[config.mk]
export PLATFORM = sky130hd
export DESIGN_NAME = hazard_scoreboard
export DESIGN_NICKNAME = d
export VERILOG_FILES = /design/src/rtl/hazard_scoreboard.sv
export SDC_FILE = /design/constraint.sdc
export NUM_CORES = 1
export LEC_CHECK = 0
export ABC_CLOCK_PERIOD_IN_PS = 6300
export CAP_MARGIN = 20
export CORE_ASPECT_RATIO = 1.1
export CORE_UTILIZATION = 45
export DETAILED_ROUTE_END_ITERATION = 8
export DONT_BUFFER_PORTS = 1
export GPL_ROUTABILITY_DRIVEN = 0
export HOLD_SLACK_MARGIN = 0.06
export PLACE_DENSITY = 0.64
export SYNTH_ARGS = -nofsm -noshare
export SYNTH_HDL_FRONTEND = slang
export SYNTH_SLANG_ARGS = --single-unit
[constraint.sdc]
create_clock -name clk -period 6.3 [get_ports clk]
set_clock_uncertainty 0.05 [all_clocks]
set_input_delay 0.945 -clock clk [delete_from_list [all_inputs] [get_ports clk]]
set_output_delay 0.945 -clock clk [all_outputs]
set_load 0.05 [all_outputs]
[src/rtl/hazard_scoreboard.sv]
// Decode-stage hazard unit: per-register countdown counters plus pending bits
// track in-flight producers and raise hz for RAW/WAW conflicts in IF/ID.

module hazard_sb_entry #(
    parameter int CTW = 3
) (
    input  logic           clk,
    input  logic           rst_n,
    input  logic           ld_fix,
    input  logic           ld_var,
    input  logic [CTW-1:0] ld_val,
    input  logic           wb_clr,
    output logic [CTW-1:0] cnt,
    output logic           pend
);
    always_ff @(posedge clk or negedge rst_n) begin
        if (!rst_n) begin
            cnt  <= '0;
            pend <= 1'b0;
        end else begin
            if (ld_fix)
                cnt <= ld_val;
            else if (ld_var)
                cnt <= '0;
            else if (cnt != '0)
                cnt <= cnt - CTW'(1);
            // a new variable-latency producer outranks a write-back to the same register
            if (ld_var)
                pend <= 1'b1;
            else if (wb_clr)
                pend <= 1'b0;
        end
    end
endmodule

module hazard_scoreboard #(
    parameter int NREG     = 32,
    parameter int AW       = 5,
    parameter int MAXLAT   = 6,
    parameter int BR_EXTRA = 1,
    parameter int CW       = 16
) (
    input  logic                        clk,
    input  logic                        rst_n,
    input  logic                        id_valid,
    input  logic [AW-1:0]               id_rs1,
    input  logic [AW-1:0]               id_rs2,
    input  logic                        id_rs1_used,
    input  logic                        id_rs2_used,
    input  logic                        id_branch,
    input  logic [AW-1:0]               id_rd,
    input  logic                        id_regwrite,
    input  logic [$clog2(MAXLAT+1)-1:0] id_lat,
    input  logic                        id_varlat,
    input  logic                        flush,
    input  logic                        wb_valid,
    input  logic [AW-1:0]               wb_rd,
    output logic                        hz,
    output logic                        sb_busy,
    output logic [CW-1:0]               stall_cycles
);
    localparam int LW  = $clog2(MAXLAT+1);
    localparam int CTW = $clog2(MAXLAT+BR_EXTRA+1);
    localparam logic [CTW-1:0] BRX = CTW'(BR_EXTRA);

    typedef struct packed {
        logic           fix;
        logic           varlat;
        logic [AW-1:0]  rd;
        logic [CTW-1:0] lat;
    } wr_req_t;

    logic [NREG-1:0][CTW-1:0] cnt;
    logic [NREG-1:0]          pend;
    logic [CTW-1:0]           lat_ext;
    logic                     raw1, raw2, waw, issue;
    wr_req_t                  wr;

    assign cnt[0]  = '0;
    assign pend[0] = 1'b0;

    // counter value a fixed producer loads: ready for EX when it reaches BR_EXTRA, for a branch at 0
    assign lat_ext = CTW'(id_lat) + BRX;

    assign raw1 = id_rs1_used && (id_rs1 != '0) &&
                  (pend[id_rs1] || (id_branch ? (cnt[id_rs1] != '0) : (cnt[id_rs1] > BRX)));
    assign raw2 = id_rs2_used && (id_rs2 != '0) &&
                  (pend[id_rs2] || (id_branch ? (cnt[id_rs2] != '0) : (cnt[id_rs2] > BRX)));
    // a younger fixed producer must not complete ahead of the older write to the same rd
    assign waw  = id_regwrite && (id_rd != '0) &&
                  (pend[id_rd] || (!id_varlat && (cnt[id_rd] > lat_ext)));

    assign hz      = id_valid && !flush && (raw1 || raw2 || waw);
    assign issue   = id_valid && !flush && !hz;
    assign sb_busy = (|cnt) || (|pend);

    always_comb begin
        wr        = '0;
        wr.fix    = issue && id_regwrite && !id_varlat;
        wr.varlat = issue && id_regwrite && id_varlat;
        wr.rd     = id_rd;
        wr.lat    = lat_ext;
    end

    for (genvar r = 1; r < NREG; r++) begin : g_ent
        hazard_sb_entry #(.CTW(CTW)) u_ent (
            .clk    (clk),
            .rst_n  (rst_n),
            .ld_fix (wr.fix && (wr.rd == AW'(r))),
            .ld_var (wr.varlat && (wr.rd == AW'(r))),
            .ld_val (wr.lat),
            .wb_clr (wb_valid && (wb_rd == AW'(r))),
            .cnt    (cnt[r]),
            .pend   (pend[r])
        );
    end

    always_ff @(posedge clk or negedge rst_n) begin
        if (!rst_n)
            stall_cycles <= '0;
        else if (hz && (stall_cycles != '1))
            stall_cycles <= stall_cycles + CW'(1);
    end

    always @(posedge clk) begin
        if (rst_n && id_valid && !flush)
            assert (id_lat <= LW'(MAXLAT))
            else $error("hazard_scoreboard: id_lat %0d exceeds MAXLAT %0d", id_lat, MAXLAT);
    end
endmodule

==> results.json <==
{
  "multi_input_area_mm2": 0.00645,
  "grt_pass1_vias": 8559,
  "worst_slew_pin_slew_ns": 0.824,
  "ctsHoldBuffers": 0,
  "insertion_delay_ns": 0.44,
  "ios": 51,
  "yosysTopAreaCellShare_pct": 32.8,
  "cts_buffers": 17,
  "wl_met1_um": 13100,
  "crit_required_ns": 5.30,
  "leakage_nw": 5.02,
  "grt_pass1_wl_um": 51700,
  "vias": 8780,
  "postRouteAntennaNets": 0,
  "track_usage_pct": 28.8,
  "drtIter0Drc": 1322,
  "grt_max_degree": 141,
  "nFillCells": 2113,
  "synth_cells": 1051,
  "dieArea_mm2": 0.0244,
  "syn_avg_cell_area_um2": 10.2,
  "io_buffers": 0,
  "cts_resized": 0,
  "cts_max_path_buffers": 2,
  "cts_num_sinks": 140,
  "p_per_area_mw_per_mm2": 466,
  "cts.root.buffer_cell": "clkbuf_16",
  "rows": 58,
  "clkTransAtPathRegs_ns": 0.07,
  "hold_violations": 0,
  "nNetsFinal": 1110,
  "max_clock_freq_mhz": 215,
  "core_mm2": 0.0231,
  "slew_headroom_pct": 44.8,
  "finalSetupViolCount": 0,
  "routedWlPerCell_um": 25.4,
  "drc_errors": 0,
  "cp_max_fo": 32,
  "drv_slew": 0,
  "maxCapViolCount": 0,
  "post-dp-hpwl_um": 24900,
  "period_share_pct": 73.9,
  "synth-main-ff-cell": "dfrtp_1",
  "hold_class": "input pin to async pin",
  "ys_seq_elements": 140,
  "dr_wl_met2_um": 15300,
  "place_worst_setup_slack_ns": 1.61,
  "synthTopCellsByCount": "dfrtp_1 (140), mux2i_1 (108), inv_1 (106)",
  "finalCriticalPeriod_ns": 4.66,
  "routed_via_density": 6.63,
  "vdd_ir_drop_max_uv": 234,
  "grt_overflow": 0,
  "regArea_mm2": 0.00350,
  "yosysMostFrequentCell": "dfrtp_1",
  "die_x_um": 149,
  "antenna_found_initial": 1,
  "async_reset_ff_share_pct": 100,
  "initial_core_util_pct": 46.3,
  "cts_setup_buffers": 0,
  "top_layer": "met4",
  "route.met3.wl_um": 3090,
  "ys_seq_area_share_pct": 32.8,
  "die_y_um": 164,
  "cts_tree": "done",
  "area_growth_pct": 6.29,
  "yosys.cell_types.count": 69,
  "synth_nets": 1151,
  "yosys-top-cells-area": "dfrtp_1 (33%), mux2i_1 (10%), mux4_2 (9.9%)",
  "critPathLaunchType": "input pin",
  "tns_ns": 0,
  "htreeDepth": 4,
  "cp_data_arrival_time_ns": 3.66,
  "finalWorstSetupSlack_ns": 1.64,
  "status": "completed",
  "drive_above_1_share_pct": 15.1,
  "ys_warn_count": 0,
  "rsz0062_at_grt": "no",
  "crit_type": "input pin to output port",
  "cp-end-kind": "output port",
  "synth_area_leader_cell": "dfrtp_1",
  "first_pass_iters": 7,
  "wirelength_um": 33700,
  "synth_edf_count": 0,
  "syn_area_mm2": 0.0107
}
## worst max-delay path, cell delays in order
cell	delay [ns]
mux4_2	0.50
mux4_2	0.47
nor2_1	0.18
nor2_1	0.07
ha_1	0.31
nand3_1	0.09
nand4_1	0.09
o32ai_1	0.14
a41oi_1	0.13
nand4_4	0.16
and2_1	0.56
## stage by stage
| stage | hold WS, ns | utilization, % | total power [mW] | cells | instance area, µm² |
|---|---|---|---|---|---|
| finish | 0.159 | 49.2 | 5.29 | 1325 | 11400 |
| detailed placement | 0.508 | 46.6 | 4.22 | 1291 | 10700 |
| CTS | 0.149 | 49.2 | 5.26 | 1323 | 11300 |
| global placement | 0.506 | 46.6 | 4.12 | 1291 | 10700 |
| floorplan | 0.439 | - | 3.57 | 1051 | 10700 |
| global route | 0.142 | 49.2 | 5.68 | 1324 | 11300 |
## where the power goes
group / switching, mW / total, mW / internal [mW]
Combinational: 1.11 / 2.34 / 1.23
Clock: 0.463 / 1.03 / 0.566
Sequential: 0.647 / 1.91 / 1.27
## worst paths after layout
kind,from,to,slack [ns],cells after the start
min in group clk,g_ent[28].u_ent.pend,g_ent[28].u_ent.pend,0.53,2
max in group asynchronous,rst_n,g_ent[8].u_ent.cnt[1],5.83,0
worst max register to register,g_ent[20].u_ent.cnt[1],g_ent[18].u_ent.pend,2.06,13
worst min-delay path,rst_n,g_ent[31].u_ent.cnt[1],0.16,0
worst min register to register,g_ent[28].u_ent.pend,g_ent[28].u_ent.pend,0.53,2
worst max-delay path,id_rd[0],hz,1.64,11
## kinds of logic after synthesis
kind of cell             after synthesis  synth area share [%]
XOR/XNOR                              45                  3.69
AND/OR/NAND/NOR                      265                  14.5
adder cells (fa/ha/maj)               67                  7.85
multiplexers                         201                  24.9
buffers and inverters                169                  6.90
AO/OA/AOI/OAI                        164                  9.34
flip-flops                           140                  32.8
## layout by cell type (no fill, tap or decap), drive strengths merged, types with 6 or more instances in the layout
cell type,count
a211oi,6
a21oi,30
a31oi,6
and3,10
clkbuf,17
dfrtp,140
ha,67
inv,115
mux2,46
mux2i,108
mux4,47
nand2,47
nand2b,7
nand3,13
nand4,25
nor2,49
nor2b,6
nor3,48
nor4,20
nor4b,6
o21ai,80
or3,14
xnor2,15
xor2,30
## layout make-up
type                    instances  share of cell area, %
multi-input cells             742                   56.8
inverters                     106                   3.51
repair buffers                  3                  0.198
clock inverters                15                   1.51
clock buffers                  17                   3.75
diodes                          2                 0.0441
flip-flops and latches        140                   30.9
well taps                     300                   3.31
## state kept, by name (all words and copies together) (netlist names)
signal,flops
g_ent.u_ent.pend,31
g_ent.u_ent.cnt,93
stall_cycles,16
## routing by layer
metal | global-route usage, % | vias to the layer above
met5 | 0 | -
met4 | 17.8 | 0
met3 | 6.40 | 167
met2 | 45.8 | 587
met1 | 35.5 | 4242
li1 | - | 3784
Power figures use the tool's default switching activity.
